===== config.mk =====
export PLATFORM = sky130hd
export DESIGN_NAME = ysyx_24090012_ifu_fetch_flat
export DESIGN_NICKNAME = d
export VERILOG_FILES = /design/src/rtl/ysyx_24090012_ifu_fetch_pkg.sv /design/src/rtl/ysyx_24090012_ifu_fetch_if.sv /design/src/rtl/ysyx_24090012_ifu_fetch_pc.sv /design/src/rtl/ysyx_24090012_ifu_fetch.sv /design/src/flat_wrapper.sv
export SDC_FILE = /design/constraint.sdc
export NUM_CORES = 1
export LEC_CHECK = 0
export CORE_ASPECT_RATIO = 1.4
export CORE_MARGIN = 2
export CORE_UTILIZATION = 44
export DETAILED_ROUTE_END_ITERATION = 8
export GPL_TIMING_DRIVEN = 0
export PLACE_DENSITY = 0.77
export SLEW_MARGIN = 0
export SYNTH_ARGS = -nofsm -noshare
export SYNTH_HDL_FRONTEND = slang
export SYNTH_SLANG_ARGS = --single-unit

===== constraint.sdc =====
create_clock -name clock -period 7.2 [get_ports clock]
set_input_delay 1.44 -clock clock [delete_from_list [all_inputs] [get_ports clock]]
set_output_delay 1.44 -clock clock [all_outputs]
set_load 0.005 [all_outputs]

===== src/rtl/ysyx_24090012_ifu_fetch_pkg.sv =====
// ysyx_24090012_ifu_fetch_pkg: shared FSM encoding, response code and reset PC for the fetch stage
package ysyx_24090012_ifu_fetch_pkg;
  typedef enum logic [2:0] {IFU_BOOT, IFU_REQ, IFU_WAIT, IFU_HOLD, IFU_ERR} ifu_state_e;
  localparam logic [1:0] RESP_OKAY = 2'b00;
  localparam logic [31:0] DEF_RESET_PC = 32'h3000_0000;
  function automatic logic [31:0] word_align(input logic [31:0] a);
    return {a[31:2], 2'b00};
  endfunction
endpackage


===== src/rtl/ysyx_24090012_ifu_fetch_if.sv =====
// ysyx_24090012_ifu_fetch_if: instruction memory read port plus fetch-to-decode handshake
interface ysyx_24090012_ifu_fetch_if #(parameter int NUM_W = 64);
  logic mem_arvalid;
  logic [31:0] mem_araddr;
  logic mem_arready;
  logic mem_rvalid;
  logic [31:0] mem_rdata;
  logic [1:0] mem_rresp;
  logic mem_rready;
  logic ifu_valid;
  logic ifu_ready;
  logic [31:0] inst;
  logic [31:0] ifu_to_idu_pc;
  logic [NUM_W-1:0] num;
  logic control_hazard;
  logic [31:0] branch_target_pc;
  logic fetch_err;
  modport master(
    output mem_arvalid, mem_araddr, mem_rready, ifu_valid, inst, ifu_to_idu_pc, num, fetch_err,
    input mem_arready, mem_rvalid, mem_rdata, mem_rresp, ifu_ready, control_hazard, branch_target_pc
  );
  modport slave(
    input mem_arvalid, mem_araddr, mem_rready, ifu_valid, inst, ifu_to_idu_pc, num, fetch_err,
    output mem_arready, mem_rvalid, mem_rdata, mem_rresp, ifu_ready, control_hazard, branch_target_pc
  );
endinterface


===== src/rtl/ysyx_24090012_ifu_fetch_pc.sv =====
// ysyx_24090012_ifu_pc: fetch PC, sequence tag and pending-flush flag
module ysyx_24090012_ifu_pc
  import ysyx_24090012_ifu_fetch_pkg::*;
#(
  parameter logic [31:0] RESET_PC = DEF_RESET_PC,
  parameter int NUM_W = 64
) (
  input  logic             clock,
  input  logic             reset,
  input  logic             i_adv,
  input  logic             i_redirect,
  input  logic [31:0]      i_target,
  input  logic             i_flush_set,
  input  logic             i_flush_clr,
  output logic [31:0]      o_pc,
  output logic [31:0]      o_pc_nxt,
  output logic [NUM_W-1:0] o_num,
  output logic             o_flush_pend
);
  logic [31:0] r_pc;
  logic [NUM_W-1:0] r_num;
  logic r_flush;
  assign o_pc_nxt = i_redirect ? word_align(i_target) : i_adv ? r_pc + 32'd4 : r_pc;
  assign o_pc = r_pc;
  assign o_num = r_num;
  assign o_flush_pend = r_flush;
  always_ff @(posedge clock or posedge reset)
    if (reset) begin
      r_pc <= RESET_PC;
      r_num <= NUM_W'(1);
      r_flush <= 1'b0;
    end else begin
      r_pc <= o_pc_nxt;
      r_num <= i_adv ? r_num + NUM_W'(1) : r_num;
      r_flush <= i_flush_set ? 1'b1 : i_flush_clr ? 1'b0 : r_flush;
    end
endmodule


===== src/rtl/ysyx_24090012_ifu_fetch.sv =====
// ysyx_24090012_ifu_fetch: fetch FSM driving imem reads and the decode handshake; define IFU_PERF_EN for perf counters
module ysyx_24090012_ifu_fetch
  import ysyx_24090012_ifu_fetch_pkg::*;
#(
  parameter logic [31:0] RESET_PC = DEF_RESET_PC,
  parameter int NUM_W = 64
) (
  input logic clock,
  input logic reset,
  ysyx_24090012_ifu_fetch_if.master bus
);
  ifu_state_e r_state;
  logic [31:0] r_araddr, r_inst, r_pc_out, w_pc, w_pc_nxt;
  logic [NUM_W-1:0] w_num;
  logic r_err, w_fire, w_redirect, w_flush_pend, w_resp, w_discard, w_flush_set;
  assign w_redirect = bus.control_hazard && r_state != IFU_ERR;
  assign w_fire = bus.ifu_valid && bus.ifu_ready;
  assign w_resp = r_state == IFU_WAIT && bus.mem_rvalid;
  assign w_discard = w_flush_pend || bus.control_hazard;
  // a hazard landing on the response cycle discards that response directly instead of pending
  assign w_flush_set = bus.control_hazard && (r_state == IFU_REQ || (r_state == IFU_WAIT && !bus.mem_rvalid));
  ysyx_24090012_ifu_pc #(.RESET_PC(RESET_PC), .NUM_W(NUM_W)) u_pc (
    .clock(clock),
    .reset(reset),
    .i_adv(w_fire),
    .i_redirect(w_redirect),
    .i_target(bus.branch_target_pc),
    .i_flush_set(w_flush_set),
    .i_flush_clr(w_resp),
    .o_pc(w_pc),
    .o_pc_nxt(w_pc_nxt),
    .o_num(w_num),
    .o_flush_pend(w_flush_pend)
  );
  assign bus.mem_arvalid = r_state == IFU_REQ;
  assign bus.mem_araddr = r_araddr;
  assign bus.mem_rready = r_state == IFU_WAIT;
  assign bus.ifu_valid = r_state == IFU_HOLD && !bus.control_hazard;
  assign bus.inst = r_inst;
  assign bus.ifu_to_idu_pc = r_pc_out;
  assign bus.num = w_num;
  assign bus.fetch_err = r_err;
  // the request address is latched on REQ entry so a redirect never disturbs a live AR
  always_ff @(posedge clock or posedge reset)
    if (reset) begin
      r_state <= IFU_BOOT;
      r_araddr <= RESET_PC;
      r_inst <= '0;
      r_pc_out <= '0;
      r_err <= 1'b0;
    end else
      case (r_state)
        IFU_BOOT: begin
          r_state <= IFU_REQ;
          r_araddr <= w_pc_nxt;
        end
        IFU_REQ: if (bus.mem_arready) r_state <= IFU_WAIT;
        IFU_WAIT: if (bus.mem_rvalid) begin
          if (w_discard) begin
            r_state <= IFU_REQ;
            r_araddr <= w_pc_nxt;
          end else if (bus.mem_rresp == RESP_OKAY) begin
            r_state <= IFU_HOLD;
            r_inst <= bus.mem_rdata;
            r_pc_out <= w_pc;
          end else begin
            r_state <= IFU_ERR;
            r_err <= 1'b1;
          end
        end
        IFU_HOLD: if (w_fire || bus.control_hazard) begin
          r_state <= IFU_REQ;
          r_araddr <= w_pc_nxt;
        end
        default: ;
      endcase
`ifdef IFU_PERF_EN
  logic [31:0] fetch_cnt, flush_cnt, mem_stall_cnt;
  always_ff @(posedge clock or posedge reset)
    if (reset) begin
      fetch_cnt <= '0;
      flush_cnt <= '0;
      mem_stall_cnt <= '0;
    end else begin
      fetch_cnt <= fetch_cnt + 32'(w_fire);
      flush_cnt <= flush_cnt + 32'(w_redirect);
      mem_stall_cnt <= mem_stall_cnt + 32'((r_state == IFU_REQ && !bus.mem_arready) || (r_state == IFU_WAIT && !bus.mem_rvalid));
    end
`else
  // counters are left out entirely when perf monitoring is not built in
`endif
endmodule


===== src/flat_wrapper.sv =====
// flat-port wrapper written by rule: the top's interface ports become plain ports
module ysyx_24090012_ifu_fetch_flat import ysyx_24090012_ifu_fetch_pkg::*;
#(
  parameter logic [31:0] RESET_PC = DEF_RESET_PC,
  parameter int NUM_W = 64
)
  (clock, reset, bus_mem_arvalid, bus_mem_araddr, bus_mem_rready, bus_ifu_valid, bus_inst, bus_ifu_to_idu_pc, bus_num, bus_fetch_err, bus_mem_arready, bus_mem_rvalid, bus_mem_rdata, bus_mem_rresp, bus_ifu_ready, bus_control_hazard, bus_branch_target_pc);
  ysyx_24090012_ifu_fetch_if #(.NUM_W(NUM_W)) bus_i ();
  input logic clock;
  input logic reset;
  output wire logic [$bits(bus_i.mem_arvalid)-1:0] bus_mem_arvalid;
  output wire logic [$bits(bus_i.mem_araddr)-1:0] bus_mem_araddr;
  output wire logic [$bits(bus_i.mem_rready)-1:0] bus_mem_rready;
  output wire logic [$bits(bus_i.ifu_valid)-1:0] bus_ifu_valid;
  output wire logic [$bits(bus_i.inst)-1:0] bus_inst;
  output wire logic [$bits(bus_i.ifu_to_idu_pc)-1:0] bus_ifu_to_idu_pc;
  output wire logic [$bits(bus_i.num)-1:0] bus_num;
  output wire logic [$bits(bus_i.fetch_err)-1:0] bus_fetch_err;
  input wire logic [$bits(bus_i.mem_arready)-1:0] bus_mem_arready;
  input wire logic [$bits(bus_i.mem_rvalid)-1:0] bus_mem_rvalid;
  input wire logic [$bits(bus_i.mem_rdata)-1:0] bus_mem_rdata;
  input wire logic [$bits(bus_i.mem_rresp)-1:0] bus_mem_rresp;
  input wire logic [$bits(bus_i.ifu_ready)-1:0] bus_ifu_ready;
  input wire logic [$bits(bus_i.control_hazard)-1:0] bus_control_hazard;
  input wire logic [$bits(bus_i.branch_target_pc)-1:0] bus_branch_target_pc;
  assign bus_mem_arvalid = bus_i.mem_arvalid;
  assign bus_mem_araddr = bus_i.mem_araddr;
  assign bus_mem_rready = bus_i.mem_rready;
  assign bus_ifu_valid = bus_i.ifu_valid;
  assign bus_inst = bus_i.inst;
  assign bus_ifu_to_idu_pc = bus_i.ifu_to_idu_pc;
  assign bus_num = bus_i.num;
  assign bus_fetch_err = bus_i.fetch_err;
  assign bus_i.mem_arready = bus_mem_arready;
  assign bus_i.mem_rvalid = bus_mem_rvalid;
  assign bus_i.mem_rdata = bus_mem_rdata;
  assign bus_i.mem_rresp = bus_mem_rresp;
  assign bus_i.ifu_ready = bus_ifu_ready;
  assign bus_i.control_hazard = bus_control_hazard;
  assign bus_i.branch_target_pc = bus_branch_target_pc;
  ysyx_24090012_ifu_fetch #(.RESET_PC(RESET_PC), .NUM_W(NUM_W)) u_core (.clock(clock), .reset(reset), .bus(bus_i));
endmodule

==> results.sh, run 1 <==
export IMPL_drtIter0Drc=437
export IMPL_wl_per_cell_um=17.4
export IMPL_cts_setup_buffers=0
export IMPL_r2r_end="u_core.u_pc.o_num[56]"
export IMPL_synth_area_sq_um=8760
export IMPL_maxCapViolCount=0
export IMPL_clock_skew_final_ns=0.0115
export IMPL_antenna_found_initial=2
export IMPL_slowest_delay_ns=0.59
export IMPL_hold_path_end="u_core.bus.fetch_err"
export IMPL_synth_cells=763
export IMPL_max_freq_mhz=214
export IMPL_final_max_slew_viol_count=0
export IMPL_cp_required_ns=5.76
export IMPL_cts_made_buffers=17
export IMPL_ys_types=46
export IMPL_synth_flop_cell="dfrtp_1"
export IMPL_cp_max_fo=10
export IMPL_worstSetupEndpointType="output port"
export IMPL_placementRows=61
export IMPL_synth_edff_count=0
export IMPL_numPlacedInstances=1249
export IMPL_area_growth_pct=37.4
export IMPL_globalplace_congestion=0.909
export IMPL_die_h_um=171
export IMPL_antenna_left=0
export IMPL_clkLatencyLatePin_ns=0.43
export IMPL_final_cell_mix="clkdlybuf4s50_1 (233), dfrtp_1 (192), mux2_2 (72)"
export IMPL_hold_depth=1
export IMPL_postSynthAreaPerCell_sq_um=11.5
export IMPL_layout_drive_gt1_share_pct=13.5
export IMPL_drt_first_pass_iters=4
export IMPL_slowest_stage="clkdlybuf4s50_1"
export IMPL_h_tree_depth=4
export IMPL_leakagePower_nw=5.10
export IMPL_reg2reg_from="u_core.u_pc.o_num[30]"
export IMPL_chipWidth_um=123
export IMPL_grt_overflow=0
export IMPL_route_detailed_drc=0
export IMPL_fin_crit_sh_pct=65.0
export IMPL_ys_seq_area_share_pct=56.4
export IMPL_die_area_sq_um=21100
export IMPL_cts_resized=0
export IMPL_syn_num_nets=837
export IMPL_num_vias=6771
export IMPL_fin_util_pct=61.1
export IMPL_worst_ir_drop_vdd_mv=0.165
export IMPL_grt_max_degree=111
export IMPL_clkSlewWorstSetupHoldPaths_ns=0.07
export IMPL_yosysWarnings=0
export IMPL_crit_top_cell="clkdlybuf4s50_1"
export IMPL_setup_viol=0
export IMPL_whs_ns=0.468
export IMPL_status="finished clean"
export IMPL_io_buffers=233
export IMPL_cts_hold_buf=0
export IMPL_arrival_ns=3.24
export IMPL_globalRouteTotalUtil_pct=21.5
export IMPL_ys_async_sr_fraction_pct=100
export IMPL_hold_start="u_core.bus.fetch_err"
export IMPL_worst_pin_slew_ns=0.985
export IMPL_post_drt_via_cell_ratio=5.28
export IMPL_slew_headroom_pct=33.8
export IMPL_stdcell_count=1282
export IMPL_core_sq_um=19700
export IMPL_synth_seq_cells=197
export IMPL_path_cells="clkdlybuf4s50_1 > nand4bb_1 > buf_2 > clkinv_1 > clkdlybuf4s50_1"
export IMPL_cts_sinks=197
export IMPL_min_period_ns=4.68
export IMPL_worstSetupPathType="in -> out"
export IMPL_grt_pass1_wl_um=35400
export IMPL_dp_hpwl_um=16600
export IMPL_rsz0062_at_grt="no"
export IMPL_hold_path_class="reg -> reg"
export IMPL_initial_core_util_pct=44.5
export IMPL_cts_root_buf="clkbuf_16"
export IMPL_ios=236
export IMPL_cts_tree="built"
export IMPL_cts_path_max_buffers=2
export IMPL_nets=1090
export IMPL_wl_um=22300
export IMPL_reg2regPathDepth=5
export IMPL_pwr_density_cell_nw_per_um2=299
export IMPL_ff2ff_setup_slack_ns=4.72
export IMPL_start_kind="input port"
export IMPL_finalHoldViolCount=0
export IMPL_final_common_cell="clkdlybuf4s50_1"
export IMPL_grt_pass1_vias=6910
export IMPL_fin_total_pwr_mw=3.59
==> cell usage after synthesis (2+ instances only) <==
library cell | count | area, sq um
a21oi_1 | 24 | 120
and2_1 | 9 | 56.3
and3_1 | 8 | 50.1
and4_1 | 14 | 123
buf_2 | 12 | 60.1
clkbuf_1 | 20 | 75.1
dfrtp_1 | 192 | 4800
dfstp_2 | 5 | 131
ha_1 | 2 | 25.0
inv_1 | 16 | 60.1
mux2_1 | 5 | 56.3
mux2_2 | 72 | 811
nand2_1 | 67 | 251
nand2b_1 | 3 | 18.8
nand3_1 | 51 | 255
nand4_1 | 31 | 194
nor2_1 | 49 | 184
nor3_1 | 21 | 105
nor3b_1 | 3 | 22.5
nor4_1 | 11 | 68.8
nor4_2 | 3 | 37.5
nor4_4 | 2 | 42.5
o211ai_1 | 14 | 105
o211ai_2 | 3 | 37.5
o21ai_0 | 8 | 40.0
o221ai_1 | 2 | 17.5
o31a_1 | 3 | 26.3
o31ai_1 | 4 | 30.0
or3_1 | 2 | 12.5
or4_1 | 2 | 15.0
or4_4 | 3 | 33.8
xnor2_1 | 70 | 613
xor2_1 | 19 | 166
==> metal layers <==
| metal | global-route usage (%) | vias up | wire (um) |
|---|---|---|---|
| met3 | 6.50 | 43 | 1560 |
| met4 | 9.09 | 0 | 686 |
| li1 | - | 3188 | - |
| met5 | 0 | - | 0 |
| met2 | 36.5 | 221 | 11300 |
| met1 | 25.1 | 3319 | 8730 |
==> final cells by class <==
type                       instances  area, sq um
fill                            1644         7660
sequential                       197         4940
multi-input combinational        515         3610
timing repair buffer             234         2360
clock buffer                      18          429
tap                              252          315
clock inverter                    14          164
buffer                            34          150
inverter                          17         71.3
antenna                            1         2.50
==> where the power goes <==
| group | leakage (nW) | switching (mW) | internal (mW) | total, mW |
|---|---|---|---|---|
| Sequential | 2.55 | 0.178 | 1.36 | 1.54 |
| Combinational | 2.26 | 0.481 | 0.621 | 1.10 |
| Clock | 0.283 | 0.457 | 0.496 | 0.953 |
| Total | 5.10 | 1.12 | 2.48 | 3.59 |
==> worst max-delay path: cells and delay by family <==
| family | cells | cell delay [ns] |
|---|---|---|
| buffers and inverters | 4 | 1.61 |
| and+or+nand+nor | 1 | 0.18 |
==> per-stage QoR <==
stage / worst slack (ns) / TNS [ns] / area [sq um]
floorplan: 0.399 / 0 / 8760
global placement: -2.21 / -421.62 / 11400
detailed placement: 2.54 / 0 / 11400
CTS: 2.53 / 0 / 12000
global route: 2.43 / 0 / 12000
finish: 2.52 / 0 / 12000
==> state kept, by name, indices dropped and copies added, names as in the netlist <==
signal	flops
u_core.u_pc.o_num	64
u_core.bus.ifu_to_idu_pc	32
u_core.bus.inst	32
u_core.bus.mem_araddr	32
u_core.u_pc.o_pc	32
u_core.r_state	3
u_core.bus.fetch_err	1
u_core.u_pc.o_flush_pend	1
==> worst max-delay path by stage <==
| stage | slack, ns | startpoint | endpoint | cells after the start |
|---|---|---|---|---|
| global placement | -2.21 | reset | u_core.bus.inst[26] | 2 |
| detailed placement | 2.54 | bus_control_hazard | bus_ifu_valid | 5 |
| finish | 2.52 | bus_control_hazard | bus_ifu_valid | 5 |
| floorplan | 0.40 | reset | u_core.bus.fetch_err | 1 |
| global route | 2.43 | bus_control_hazard | bus_ifu_valid | 5 |
| CTS | 2.53 | bus_control_hazard | bus_ifu_valid | 5 |
==> logic make-up after synthesis <==
logic type               synth area share (%)
AND/OR/NAND/NOR                          17.5
flip-flops                               56.4
XOR/XNOR                                 8.90
multiplexers                             10.0
AO/OA/AOI/OAI                            4.47
buffers and inverters                    2.44
adder cells (fa/ha/maj)                 0.286
No activity file was read; power rests on OpenSTA's default activity.
==> run 2, diff against run 1 <==
Clock period 7.2 ns to 4.2 ns, I/O delays scaled along.
==> results.sh, run 2 (synthesis results as in run 1) <==
export IMPL_clkSlewWorstSetupHoldPaths_ns=0.07
export IMPL_cts_resized=0
export IMPL_post_drt_via_cell_ratio=5.32
export IMPL_rsz0062_at_grt="no"
export IMPL_worstSetupPathType="in -> out"
export IMPL_clkPwrFrac_pct=26.2
export IMPL_maxCapViolCount=0
export IMPL_cts_made_buffers=17
export IMPL_largest_reg_flops=64
export IMPL_cp_required_ns=3.36
export IMPL_route_detailed_drc=0
export IMPL_max_freq_mhz=285
export IMPL_swShare_pct=31.9
export IMPL_worst_ir_drop_vdd_mv=0.270
export IMPL_final_common_cell="clkdlybuf4s50_1"
export IMPL_ios=236
export IMPL_clkLatencyLatePin_ns=0.43
export IMPL_p_int_mw=4.20
export IMPL_setup_tns_ns=0
export IMPL_setup_viol=0
export IMPL_final_max_slew_viol_count=0
export IMPL_cts_path_max_buffers=2
export IMPL_p_seq_share_pct=42.6
export IMPL_cts_setup_buffers=0
export IMPL_drtIter0Drc=445
export IMPL_fin_total_pwr_mw=6.17
export IMPL_area_growth_pct=38.2
export IMPL_die_h_um=171
export IMPL_min_period_ns=3.51
export IMPL_dp_hpwl_um=17300
export IMPL_cts_hold_buf=0
export IMPL_final_cell_mix="clkdlybuf4s50_1 (233), dfrtp_1 (192), mux2_2 (72)"
export IMPL_slew_headroom_pct=46.7
export IMPL_die_area_sq_um=21100
export IMPL_grt_pass1_wl_um=37100
export IMPL_worst_pin_slew_ns=0.792
export IMPL_h_tree_depth=4
export IMPL_cp_max_fo=10
export IMPL_cts_tree="built"
export IMPL_arrival_ns=2.67
export IMPL_initial_core_util_pct=44.5
export IMPL_globalplace_congestion=0.893
export IMPL_leakagePower_nw=5.13
export IMPL_start_kind="input port"
export IMPL_cp_startpoint="bus_control_hazard"
export IMPL_antenna_left=0
export IMPL_reg2reg_from="u_core.r_state[2]"
export IMPL_grt_overflow=0
export IMPL_hold_start="u_core.bus.fetch_err"
export IMPL_grt_pass1_vias=7149
export IMPL_grt_max_degree=43
export IMPL_core_sq_um=19700
export IMPL_chipWidth_um=123
export IMPL_pwr_density_cell_nw_per_um2=510
export IMPL_fin_crit_sh_pct=83.6
export IMPL_finalHoldViolCount=0
export IMPL_p_sw_mw=1.97
export IMPL_clock_skew_final_ns=0.0180
export IMPL_worstSetupEndpointType="output port"
export IMPL_status="finished clean"
export IMPL_cts_root_buf="clkbuf_16"
export IMPL_antenna_found_initial=0
export IMPL_n_antenna_cell=0
export IMPL_wl_per_cell_um=17.9
export IMPL_fin_util_pct=61.4
export IMPL_layout_drive_gt1_share_pct=13.8
export IMPL_nets=1094
export IMPL_placementRows=61
export IMPL_hold_path_class="reg -> reg"
export IMPL_wl_um=23100
export IMPL_p_comb_share_pct=31.3
export IMPL_io_buffers=233
export IMPL_globalRouteTotalUtil_pct=22.5
export IMPL_num_vias=6842
export IMPL_cts_sinks=197
export IMPL_drt_first_pass_iters=4
==> run 2: area by class of cell <==
cell class / instances / area, sq um
repair buffers: 238 / 2440
multi-input cells: 515 / 3610
well taps: 252 / 315
clock inverters: 14 / 154
fillers: 1638 / 7590
flip-flops and latches: 197 / 4940
clock buffers: 18 / 429
plain buffers: 34 / 150
inverters: 17 / 67.6
==> run 2: critical path, stage by stage <==
cell	delay, ns
clkdlybuf4s50_1	0.61
nand4bb_1	0.19
buf_2	0.23
clkinv_1	0.25
clkdlybuf4s50_1	0.54
==> run 2: worst paths after layout <==
path                                              end  slack (ns)  depth (start not counted)
worst min-delay path             u_core.bus.fetch_err        0.48                          1
min in group asynchronous       u_core.u_pc.o_num[20]        0.82                          2
worst max-delay path                    bus_ifu_valid        0.69                          5
worst min register to register   u_core.bus.fetch_err        0.48                          1
worst max register to register   u_core.u_pc.o_pc[31]        1.72                          6
max in group asynchronous        u_core.u_pc.o_pc[28]        2.27                          5
==> run 2: through the flow <==
step / area [sq um] / worst slack, ns / std cells / hold WS (ns)
3_3_place_gp: 11400 / -0.763 / 1248 / 0.457
5_1_grt: 12100 / 0.563 / 1285 / 0.515
6_report: 12100 / 0.690 / 1285 / 0.478
4_1_cts: 12100 / 0.663 / 1285 / 0.482
2_1_floorplan: 8760 / 0.818 / 763 / 0.446
3_5_place_dp: 11500 / 0.669 / 1253 / 0.462
==> run 2: per-layer routing <==
metal	vias up	share of wire (%)	GRT usage, %
li1	3200	-	-
met2	230	52	39.4
met5	-	0	0
met1	3368	37	25.4
met4	0	2.6	8.84
met3	44	7.6	6.83
==> run 2: power by group through the flow <==
stage          sequential, mW  combinational (mW)  clock (mW)
2_1_floorplan            2.63               0.878           0
3_3_place_gp             2.65                1.88           0
3_5_place_dp             2.66                1.93           0
4_1_cts                  2.63                1.95        1.65
5_1_grt                  2.68                2.10        1.73
6_report                 2.63                1.93        1.61
